`config.mk`:
```
export PLATFORM = sky130hd
export DESIGN_NAME = latch_piso_tx
export DESIGN_NICKNAME = d
export VERILOG_FILES = /design/src/rtl/latch_piso_tx.sv
export SDC_FILE = /design/constraint.sdc
export NUM_CORES = 1
export LEC_CHECK = 0
export ABC_CLOCK_PERIOD_IN_PS = 4000
export CORE_MARGIN = 2
export CORE_UTILIZATION = 56
export CTS_CLUSTER_DIAMETER = 40
export DETAILED_ROUTE_END_ITERATION = 8
export GPL_TIMING_DRIVEN = 0
export PLACE_DENSITY = 0.83
export SYNTH_ARGS = -nofsm -noshare
export SYNTH_HDL_FRONTEND = slang
export SYNTH_SLANG_ARGS = --single-unit
```
`constraint.sdc`:
```
create_clock -name clk -period 4 [get_ports clk]
set_clock_uncertainty 0.1 [all_clocks]
set_input_delay 0.4 -clock clk [delete_from_list [all_inputs] [get_ports clk]]
set_output_delay 0.4 -clock clk [all_outputs]
set_load 0.005 [all_outputs]
```
`src/rtl/latch_piso_tx.sv`:
```
// latch_piso_tx: parallel-in / serial-out transmitter.
//
// Accepts a WIDTH-bit word on a valid/ready handshake and sends it as a frame:
// start bit (0), data bits LSB first, optional even-parity bit, stop bit (1).
// Each serial bit lasts DIV clock cycles.
//
// Optional feature: define LATCH_PISO_PARITY_EN to insert a parity bit
// (XOR of the captured data) between the last data bit and the stop bit.
//
// Ports:
//   clk        in   system clock, rising edge
//   rst_n      in   asynchronous active-low reset
//   load_valid in   upstream has a word on D
//   load_ready out  block can accept a word (IDLE only)
//   D          in   parallel data word [WIDTH-1:0]
//   ser_out    out  serial line, idles high (registered)
//   busy       out  frame in progress
//   done       out  one-cycle pulse in the first IDLE cycle after the stop bit
module latch_piso_tx #(
    parameter int unsigned WIDTH = 3,
    parameter int unsigned DIV   = 4
) (
    input  logic             clk,
    input  logic             rst_n,
    input  logic             load_valid,
    output logic             load_ready,
    input  logic [WIDTH-1:0] D,
    output logic             ser_out,
    output logic             busy,
    output logic             done
);

    localparam int unsigned DivW = (DIV > 1) ? $clog2(DIV) : 1;
    localparam int unsigned BitW = (WIDTH > 1) ? $clog2(WIDTH) : 1;
    localparam logic [DivW-1:0] DivLast = DivW'(DIV - 1);
    localparam logic [BitW-1:0] BitLast = BitW'(WIDTH - 1);

    typedef enum logic [2:0] {
        StIdle,
        StStart,
        StData,
`ifdef LATCH_PISO_PARITY_EN
        StParity,
`endif
        StStop
    } state_e;

    state_e            state_q, state_d;
    logic [DivW-1:0]   div_q, div_d;
    logic [BitW-1:0]   bit_q, bit_d;
    logic [WIDTH-1:0]  shift_q, shift_d;
    logic              ser_q, ser_d;
    logic              done_q, done_d;
`ifdef LATCH_PISO_PARITY_EN
    logic              parity_q, parity_d;
`endif

    logic div_last;
    logic bit_last;

    assign div_last = (div_q == DivLast);
    assign bit_last = (bit_q == BitLast);

    always_comb begin
        state_d  = state_q;
        div_d    = div_q;
        bit_d    = bit_q;
        shift_d  = shift_q;
        done_d   = 1'b0;
        ser_d    = 1'b1;
`ifdef LATCH_PISO_PARITY_EN
        parity_d = parity_q;
`endif

        unique case (state_q)
            StIdle: begin
                if (load_valid) begin
                    shift_d  = D;
                    div_d    = '0;
                    bit_d    = '0;
                    state_d  = StStart;
`ifdef LATCH_PISO_PARITY_EN
                    parity_d = ^D;
`endif
                end
            end
            StStart: begin
                if (div_last) begin
                    div_d   = '0;
                    state_d = StData;
                end else begin
                    div_d = div_q + 1'b1;
                end
            end
            StData: begin
                if (div_last) begin
                    div_d   = '0;
                    shift_d = shift_q >> 1;
                    if (bit_last) begin
                        bit_d   = '0;
`ifdef LATCH_PISO_PARITY_EN
                        state_d = StParity;
`else
                        state_d = StStop;
`endif
                    end else begin
                        bit_d = bit_q + 1'b1;
                    end
                end else begin
                    div_d = div_q + 1'b1;
                end
            end
`ifdef LATCH_PISO_PARITY_EN
            StParity: begin
                if (div_last) begin
                    div_d   = '0;
                    state_d = StStop;
                end else begin
                    div_d = div_q + 1'b1;
                end
            end
`endif
            StStop: begin
                if (div_last) begin
                    div_d   = '0;
                    state_d = StIdle;
                    done_d  = 1'b1;
                end else begin
                    div_d = div_q + 1'b1;
                end
            end
            default: state_d = StIdle;
        endcase

        // Line level is decoded from the next state so ser_out can be a flop
        // that already matches the state entered on the same edge.
        unique case (state_d)
            StStart:  ser_d = 1'b0;
            StData:   ser_d = shift_d[0];
`ifdef LATCH_PISO_PARITY_EN
            StParity: ser_d = parity_d;
`endif
            default:  ser_d = 1'b1;
        endcase
    end

    always_ff @(posedge clk or negedge rst_n) begin
        if (!rst_n) begin
            state_q  <= StIdle;
            div_q    <= '0;
            bit_q    <= '0;
            shift_q  <= '0;
            ser_q    <= 1'b1;
            done_q   <= 1'b0;
`ifdef LATCH_PISO_PARITY_EN
            parity_q <= 1'b0;
`endif
        end else begin
            state_q  <= state_d;
            div_q    <= div_d;
            bit_q    <= bit_d;
            shift_q  <= shift_d;
            ser_q    <= ser_d;
            done_q   <= done_d;
`ifdef LATCH_PISO_PARITY_EN
            parity_q <= parity_d;
`endif
        end
    end

    assign ser_out    = ser_q;
    assign done       = done_q;
    assign busy       = (state_q != StIdle);
    assign load_ready = (state_q == StIdle);

endmodule

```
### Yosys cells after proc, flatten, opt, wreduce, memory -nomap -nowiden

Index checks and enable logic that the tools add are counted.

* add/sub/neg operators: 2
* multiply operators: 0
* div/mod/pow operators: 0
* $lt $le $gt $ge: 0
* eq/ne operators: 9
* shifts and indexed selects: 0
* multiplexer cells: 18
* bitwise operators: 0
* reductions and logical operators: 7

Operators by type and width (count)
* $mux 3: 7
* $pmux 3 s4: 1
* $eq 3x2->1 const B: 3
* $mux 2: 4
* $pmux 2 s2: 2
* $eq 3x1->1 const B: 2
* $pmux 3 s2: 1
* $add 2x1->2 const B: 2
* $eq 2x2->1 const B: 2
* $ne 2x2->1 const B: 2
* $reduce_bool 2->1: 2
* $logic_not 3->1: 1
* $reduce_and 3->1: 1
* $reduce_bool 3->1: 1
* $reduce_or 3->1: 1
* $mux 1: 2
* $pmux 1 s2: 1
* $reduce_and 2->1: 1

* bits in registers: 12
* latch bits: 0
* bits in writable memories: 0
* bits in read-only memories: 0
* output and inout bits: 4
* logic and storage cells: 43
* memories: 0

### Depth between registers and ports, before layout

Gate-level depths: netlist (run 1).

* depth in word-level cells: 6
* mapped depth: 6
* mapped depth without buffers: 5

### Worst setup path after synthesis (run 1)

No wires, ideal clock.

* kind: flip-flop to flip-flop
* start point: register div_q[0]
* end point: register ser_q (netlist: ser_out)
* library setup time: 0.091 ns
* arrival time: 1.414 ns
* required time: 3.809 ns
* path slack: 2.395 ns
* cell stages (with the launch flop): 6
* path buffers: 0
* period minus slack after synthesis: 1.605 ns
* cell sequence: dfrtp_1 -> ha_1 -> nor4b_2 -> a211oi_2 -> a2111oi_2 -> o31ai_1

* cells in the longest elaborated chain, start to end: 5

Ends and longest elaborated chain
* start: declaration: RTL line 49 `logic [DivW-1:0] div_q, div_d;`
* start signal: assignment: RTL line 160 `div_q <= div_d;`
* $eq 2x2->1 *: RTL line 61 `assign div_last = (div_q == DivLast);`
* $mux 3 (on tied branches): RTL line 124, 88, 96
* $pmux 3 s4: RTL line 75 `unique case (state_q)`
* $eq 3x2->1 / $eq 3x1->1 (equally long branches): RTL line 137 `unique case (state_d)`
* $pmux 1 s2 *: RTL line 137
* net ser_d: RTL line 52 `logic ser_q, ser_d;`
* end signal: assignment: RTL line 163 `ser_q <= ser_d;`
* end: declaration: RTL line 52

Mark *: on every way through the listed nets, which the timed path passes. The rest lies on a longest branch. The select of a mux whose other input is x is not followed.
A chain may end at the register's enable or synchronous reset.

### Worst setup path in the final report (run 1)

* start point: register state_q[2]
* end point: output load_ready

* cells in the longest elaborated chain, start to end: 1

Ends and longest elaborated chain
* start: declaration: RTL line 48 `state_e state_q, state_d;`
* start signal: assignment: RTL line 149 `state_q <= StIdle;`
* start signal: assignment: RTL line 159 `state_q <= state_d;`
* $logic_not 3->1: RTL line 174 `assign load_ready = (state_q == StIdle);`
* end: declaration: RTL line 26 `output logic load_ready,`

Every way passes these cells.

==> results of run 1 <==
## stage by stage
step           hold WS, ns  power, mW  std cells  setup slack, ns
6_report             0.370      0.366        103             1.65
5_1_grt              0.406      0.386        103             1.56
4_1_cts              0.371      0.369        103             1.64
3_5_place_dp         0.424      0.268         99             1.94
3_3_place_gp         0.397      0.262         99             1.97
2_1_floorplan      0.00441      0.235         75             2.39
## state kept, by name, indices dropped and copies added (netlist names)
register and cells:
div_q 2, shift_q 3, state_q 3, done 1
bit_q 2, ser_out 1
## cell usage in the layout, fill, tap and decap left out, types with 2 or more instances in the layout
| cell | synthesis | final |
|---|---|---|
| dfrtp_1 | 11 | 11 |
| buf_6 | 4 | 4 |
| clkbuf_4 | 0 | 3 |
| ha_1 | 2 | 2 |
| nand4_1 | 2 | 2 |
| nand2_1 | 4 | 4 |
| a21oi_1 | 2 | 2 |
| inv_1 | 5 | 5 |
| a22o_1 | 2 | 2 |
| clkdlybuf4s50_1 | 0 | 9 |
| nor3b_1 | 2 | 2 |
| nand3_1 | 3 | 3 |
| nor2_1 | 7 | 7 |
| o21ai_0 | 6 | 6 |
## synthesized netlist by cell type
cell and instances:
dfrtp_1 11, nor2_1 7, o21ai_0 6, inv_1 5
buf_6 4, nand2_1 4, nand3_1 3, a21oi_1 2
a22o_1 2, ha_1 2, nand4_1 2, nor3b_1 2
a2111oi_2 1, a211oi_2 1, a31oi_1 1, and2b_2 1
conb_1 1, dfstp_2 1, nand2b_1 1, nor2b_1 1
nor3_1 1, nor3_2 1, nor3_4 1, nor4_1 1
nor4b_2 1, o211ai_1 1, o21a_1 1, o21ba_1 1
o22ai_1 1, o22ai_4 1, o31ai_1 1, o41ai_1 1
or2_2 1, or2_4 1, or2b_1 1, or3_1 1
xor2_1 1
## worst max-delay path, cell delays in order (launching register included)
cell and delay (ns):
dfrtp_1 0.44, buf_6 0.17, or3_1 0.38, inv_1 0.08, clkdlybuf4s50_1 0.49
## power breakdown
group          switching [mW]  total [mW]  internal (mW)
combinational          0.0553       0.109         0.0541
sequential             0.0152       0.157          0.142
clock                  0.0435      0.0990         0.0555
total                   0.114       0.366          0.252
## layer usage
metal,vias up,GRT usage,part of all wire
met4,0,0.0667,0.025
met1,299,0.262,0.40
met2,34,0.389,0.50
met3,9,0.0833,0.069
met5,-,0,0
li1,299,-,-
## final timing paths
| check | slack [ns] | endpoint |
|---|---|---|
| worst max-delay path | 1.65 | load_ready |
| worst min-delay path | 0.37 | shift_q[0]$_DFF_PN0_ |
| worst max register to register | 2.22 | ser_out$_DFF_PN1_ |
| worst min register to register | 0.43 | div_q[0]$_DFFE_PN0P_ |
| max in group asynchronous | 3.06 | bit_q[0]$_DFFE_PN0P_ |
| min in group clk | 0.43 | div_q[0]$_DFFE_PN0P_ |
## cell type report
type / count / area share
Multi-Input combinational cell: 54 / 0.429
Timing Repair Buffer: 9 / 0.101
Inverter: 5 / 0.0210
Sequential cell: 12 / 0.338
Buffer: 4 / 0.0504
Clock buffer: 4 / 0.0406
Tap cell: 15 / 0.0210
## logic make-up after synthesis
family | share of synthesized area
other cells | 0.00501
fa+ha+maj | 0.0334
simple gates | 0.249
xor+xnor | 0.0117
compound gates | 0.212
flops | 0.403
buf+inv | 0.0853
==> qor.yml, run 1 <==
run_status: "finished clean"
syn_inst: 75
cts.path.max_buffers: 2
ys_types: 37
arrival_ns: 1.85
setup_viol: 0
endpoint_kind: "output port"
powerDensity_mw_per_mm2: 409
grt_pass1_wl_mm: 2.40
tns_ns: 0
root_buffer: "clkbuf_4"
cts_setup_buffers: 0
first_iter_violations: 23
pin_count: 10
post-route-period-util: 0.587
grt_max_degree: 13
portBuffers: 9
synth_area_leaders: "dfrtp_1, buf_6, o21ai_0"
multi_input_area_um2: 383
regArea_um2: 302
yosys.area.top_type_share: 0.368
firstDrtPassIters: 4
post-route-min-period_ns: 2.35
core-area_mm2: 0.00127
drive_gt1_frac: 0.205
path_class: "register to output port"
cts.clk_slew.worst_paths_ns: 0.08
final_area_um2: 893
num_rows: 13
final_antenna_net_count: 0
vias: 641
antenna_found_initial: 0
required_ns: 3.50
fillCellCount: 102
synth_area_um2: 748
syn_to_final_growth_pct: 19.4
final_util: 0.704
ir_drop_v: 0.000218
h-tree-depth: 1
crit_path_max_fanout: 10
post_dp_cell_area_um2: 857
seq_area_frac_synth: 0.403
drv_cap: 0
cp-start-kind: "register"
tightest_slew_ns: 0.554
slew_headroom: 0.630
syn-num-nets: 83
die_area_mm2: 0.00164
grt_pass1_vias: 556
cp-startpoint: "state_q[2]$_DFF_PN0_"
avgSynthCellArea_um2: 9.98
drc: 0
clk_latency_ns: 0.28
hold_viol: 0
rsz0062_at_grt: "no"
fp.dieW_um: 40.6
p_leak_nw: 0.380
slew_violations: 0
place.gp.congestion: 0.743
initial_utilization: 0.590
die_h_um: 40.6
grt_usage: 0.227
postCtsHoldBufs: 0
avgViaCountPerCell: 6.22
clock_sinks: 12
antenna_cells: 0
fin_nets: 97
hp-class: "primary input to asynchronous set/reset pin"
cts_tree: "done"
grt_overflow: 0
hpwlAfterDp_mm: 1.09
synth-seq-cells: 12
cts_resized: 0
reg2reg_from: "div_q[0]$_DFFE_PN0P_"
reg2reg_depth: 5
avgRoutedWirePerCell_um: 15.0
yosysTopAreaCell: "dfrtp_1"
routed_wl_mm: 1.54
yosysWarnings: 0
numCtsBuffers: 3
fmax_mhz: 426
Power figures use the tool's default switching activity.
==> run 2, diff against run 1 <==
ABC_CLOCK_PERIOD_IN_PS = 2420   (was 4000)
CORE_UTILIZATION = 52   (was 56)
PLACE_DENSITY = 0.78   (was 0.83)
clock period = 2.42 ns   (was 4 ns; I/O delays follow)
==> run 2 against run 1 <==
Sequential power rose by 66%. Core utilization shrank 3.4 points. Worst setup slack lost 1.4 ns. Combinational power increased by 63%. Clock power up 32%. Largest power group unchanged. Critical endpoint unchanged.
==> qor.yml, run 2 (synthesized netlist as in run 1, its figures left out) <==
run_status: "finished clean"
ir_drop_v: 0.000434  # +99%
final_cells: 103  # unchanged
placed_cells: 99  # unchanged
die_area_mm2: 0.00176  # +6.9%
hold_viol: 0  # unchanged
numCtsBuffers: 3  # unchanged
cts_setup_buffers: 0  # unchanged
routed_wl_mm: 1.38  # -11%
rsz0062_at_grt: "no"
avgRoutedWirePerCell_um: 13.4  # -11%
avgViaCountPerCell: 5.81  # -6.7%
initial_utilization: 0.568  # -0.0218
num_rows: 13  # unchanged
sw_frac_of_total: 0.316  # +0.00393
post-route-min-period_ns: 2.20
path_class: "register to output port"
crit_path_max_fanout: 10  # unchanged
powerDensity_mw_per_mm2: 643  # +57%
drive_gt1_frac: 0.193  # -0.0114
critPathMaxStageDelay_ns: 0.49  # about the same
fin_nets: 97  # unchanged
cp.depth: 4  # unchanged
pwr-share-comb: 0.313  # +0.014
fp.dieW_um: 41.9  # +3.4%
cts_tree: "done"
final_antenna_net_count: 0  # unchanged
vias: 598  # -6.7%
hp-class: "primary input to asynchronous set/reset pin"
cp.buffers_inverters: 3  # unchanged
layout_commonest_cell: "dfrtp_1"
grt_usage: 0.199  # -0.0288
r2r_end: "ser_out$_DFF_PN1_"
p_seq_frac: 0.457  # +0.027
final_cell_mix: "dfrtp_1, clkdlybuf4s50_1, nor2_1, o21ai_0, inv_1"
required_ns: 2.08  # -1.42 ns
grt_max_degree: 13  # unchanged
die_h_um: 41.9  # +3.4%
h-tree-depth: 1  # unchanged
top_regs: "shift_q: 3 flops, state_q: 3 flops"
antenna_cells: 0  # unchanged
slew_violations: 0  # unchanged
post-route-period-util: 0.909
grt_overflow: 0  # unchanged
tns_ns: 0  # unchanged
grt_pass1_wl_mm: 2.59  # +8.0%
cts_resized: 0  # unchanged
slew_headroom: 0.640  # +0.0108
first_iter_violations: 2  # -91%
hpwlAfterDp_mm: 1.01  # -6.6%
cp_slowest_cell: "clkdlybuf4s50_1"
cp_cell_sequence: "buf_6, or3_1, inv_1, clkdlybuf4s50_1"
p_leak_nw: 0.374  # -1.6%
antenna_found_initial: 0  # unchanged
cp-start-kind: "register"
cts.path.max_buffers: 2  # unchanged
fmax_mhz: 455
place.gp.congestion: 0.769  # +3.5%
portBuffers: 9  # unchanged
critPathTopFamily: "buffers and inverters"
clock_sinks: 12  # unchanged
cts.clk_slew.worst_paths_ns: 0.08  # about the same
r2r_setup_slack_ns: 0.68  # -1.54 ns
reg2reg_from: "div_q[0]$_DFFE_PN0P_"
drc: 0  # unchanged
tightest_slew_ns: 0.538  # -0.0162 ns
grt_pass1_vias: 596  # +7.2%
reg2reg_depth: 5  # unchanged
fillCellCount: 105  # +2.9%
setup_viol: 0  # unchanged
syn_to_final_growth_pct: 18.1
clockPowerShare: 0.230  # -0.041
regArea_um2: 302  # unchanged
core-area_mm2: 0.00132  # +3.8%
endpoint_kind: "output port"
root_buffer: "clkbuf_4"
intPower_mw: 0.389  # +55%
firstDrtPassIters: 4  # unchanged
drv_cap: 0  # unchanged
arrival_ns: 1.86  # about the same
pin_count: 10  # unchanged
clk_latency_ns: 0.28  # about the same
postCtsHoldBufs: 0  # unchanged
multi_input_area_um2: 383  # unchanged
power.net_switching_mw: 0.180  # +57%
[run 2: cell counts in the layout (fill, tap and decap cells not counted)]
Identical to the previous run, type by type.
[run 2: worst reg2reg max path, delay by kind of cell (launching register included)]
family,cells,cell delay (ns)
adders and majority gates,1,0.28
and+or+nand+nor,1,0.19
AOI/OAI and AO/OA,3,0.68
DFF,1,0.41
[run 2: through the flow]
stage | worst slack [ns] | area [µm²] | total power [mW] | hold slack (ns) | util
2_1_floorplan | 0.815 | 748 | 0.389 | -0.154 | -
3_3_place_gp | 0.536 | 857 | 0.433 | 0.398 | 0.651
3_5_place_dp | 0.533 | 857 | 0.442 | 0.422 | 0.651
4_1_cts | 0.219 | 883 | 0.574 | 0.215 | 0.670
5_1_grt | 0.131 | 883 | 0.608 | 0.252 | 0.670
6_report | 0.220 | 883 | 0.568 | 0.207 | 0.670
[run 2: power groups by stage]
| stage | Combinational (mW) | Sequential [mW] | Clock [mW] |
|---|---|---|---|
| after floorplan | 0.131 | 0.258 | 0 |
| after global placement | 0.173 | 0.261 | 0 |
| after detailed placement | 0.179 | 0.264 | 0 |
| after CTS | 0.179 | 0.260 | 0.135 |
| after global routing | 0.198 | 0.264 | 0.146 |
| final | 0.178 | 0.260 | 0.131 |
[run 2: per-layer routing]
| layer | vias up | routed length, µm | track usage |
|---|---|---|---|
| met1 | 287 | 629 | 0.238 |
| li1 | 297 | - | - |
| met5 | - | 0 | 0 |
| met4 | 0 | 41 | 0.129 |
| met3 | 5 | 40 | 0.0435 |
| met2 | 9 | 670 | 0.319 |
[run 2: how the worst max path moves through the flow]
stage | start | end | slack (ns)
after floorplan | div_q[0]$_DFFE_PN0P_ | ser_out$_DFF_PN1_ | 0.81
after global routing | state_q[2]$_DFF_PN0_ | load_ready | 0.13
after global placement | load_valid | ser_out$_DFF_PN1_ | 0.54
after CTS | state_q[2]$_DFF_PN0_ | load_ready | 0.22
final | state_q[2]$_DFF_PN0_ | load_ready | 0.22
after detailed placement | state_q[2]$_DFF_PN0_ | load_ready | 0.53
[run 2: layout make-up]
type	instances	area share
buffer	4	0.0510
clock buffer	4	0.0297
inverter	5	0.0212
multi-input combinational	54	0.433
sequential	12	0.341
tap	15	0.0212
timing repair buffer	9	0.102
==> run 3, diff against run 2 <==
SKIP_CTS_REPAIR_TIMING = 1   (was not set)
==> results of run 3 <==
Final layout, timing and power as in run 2 (identical DEF).
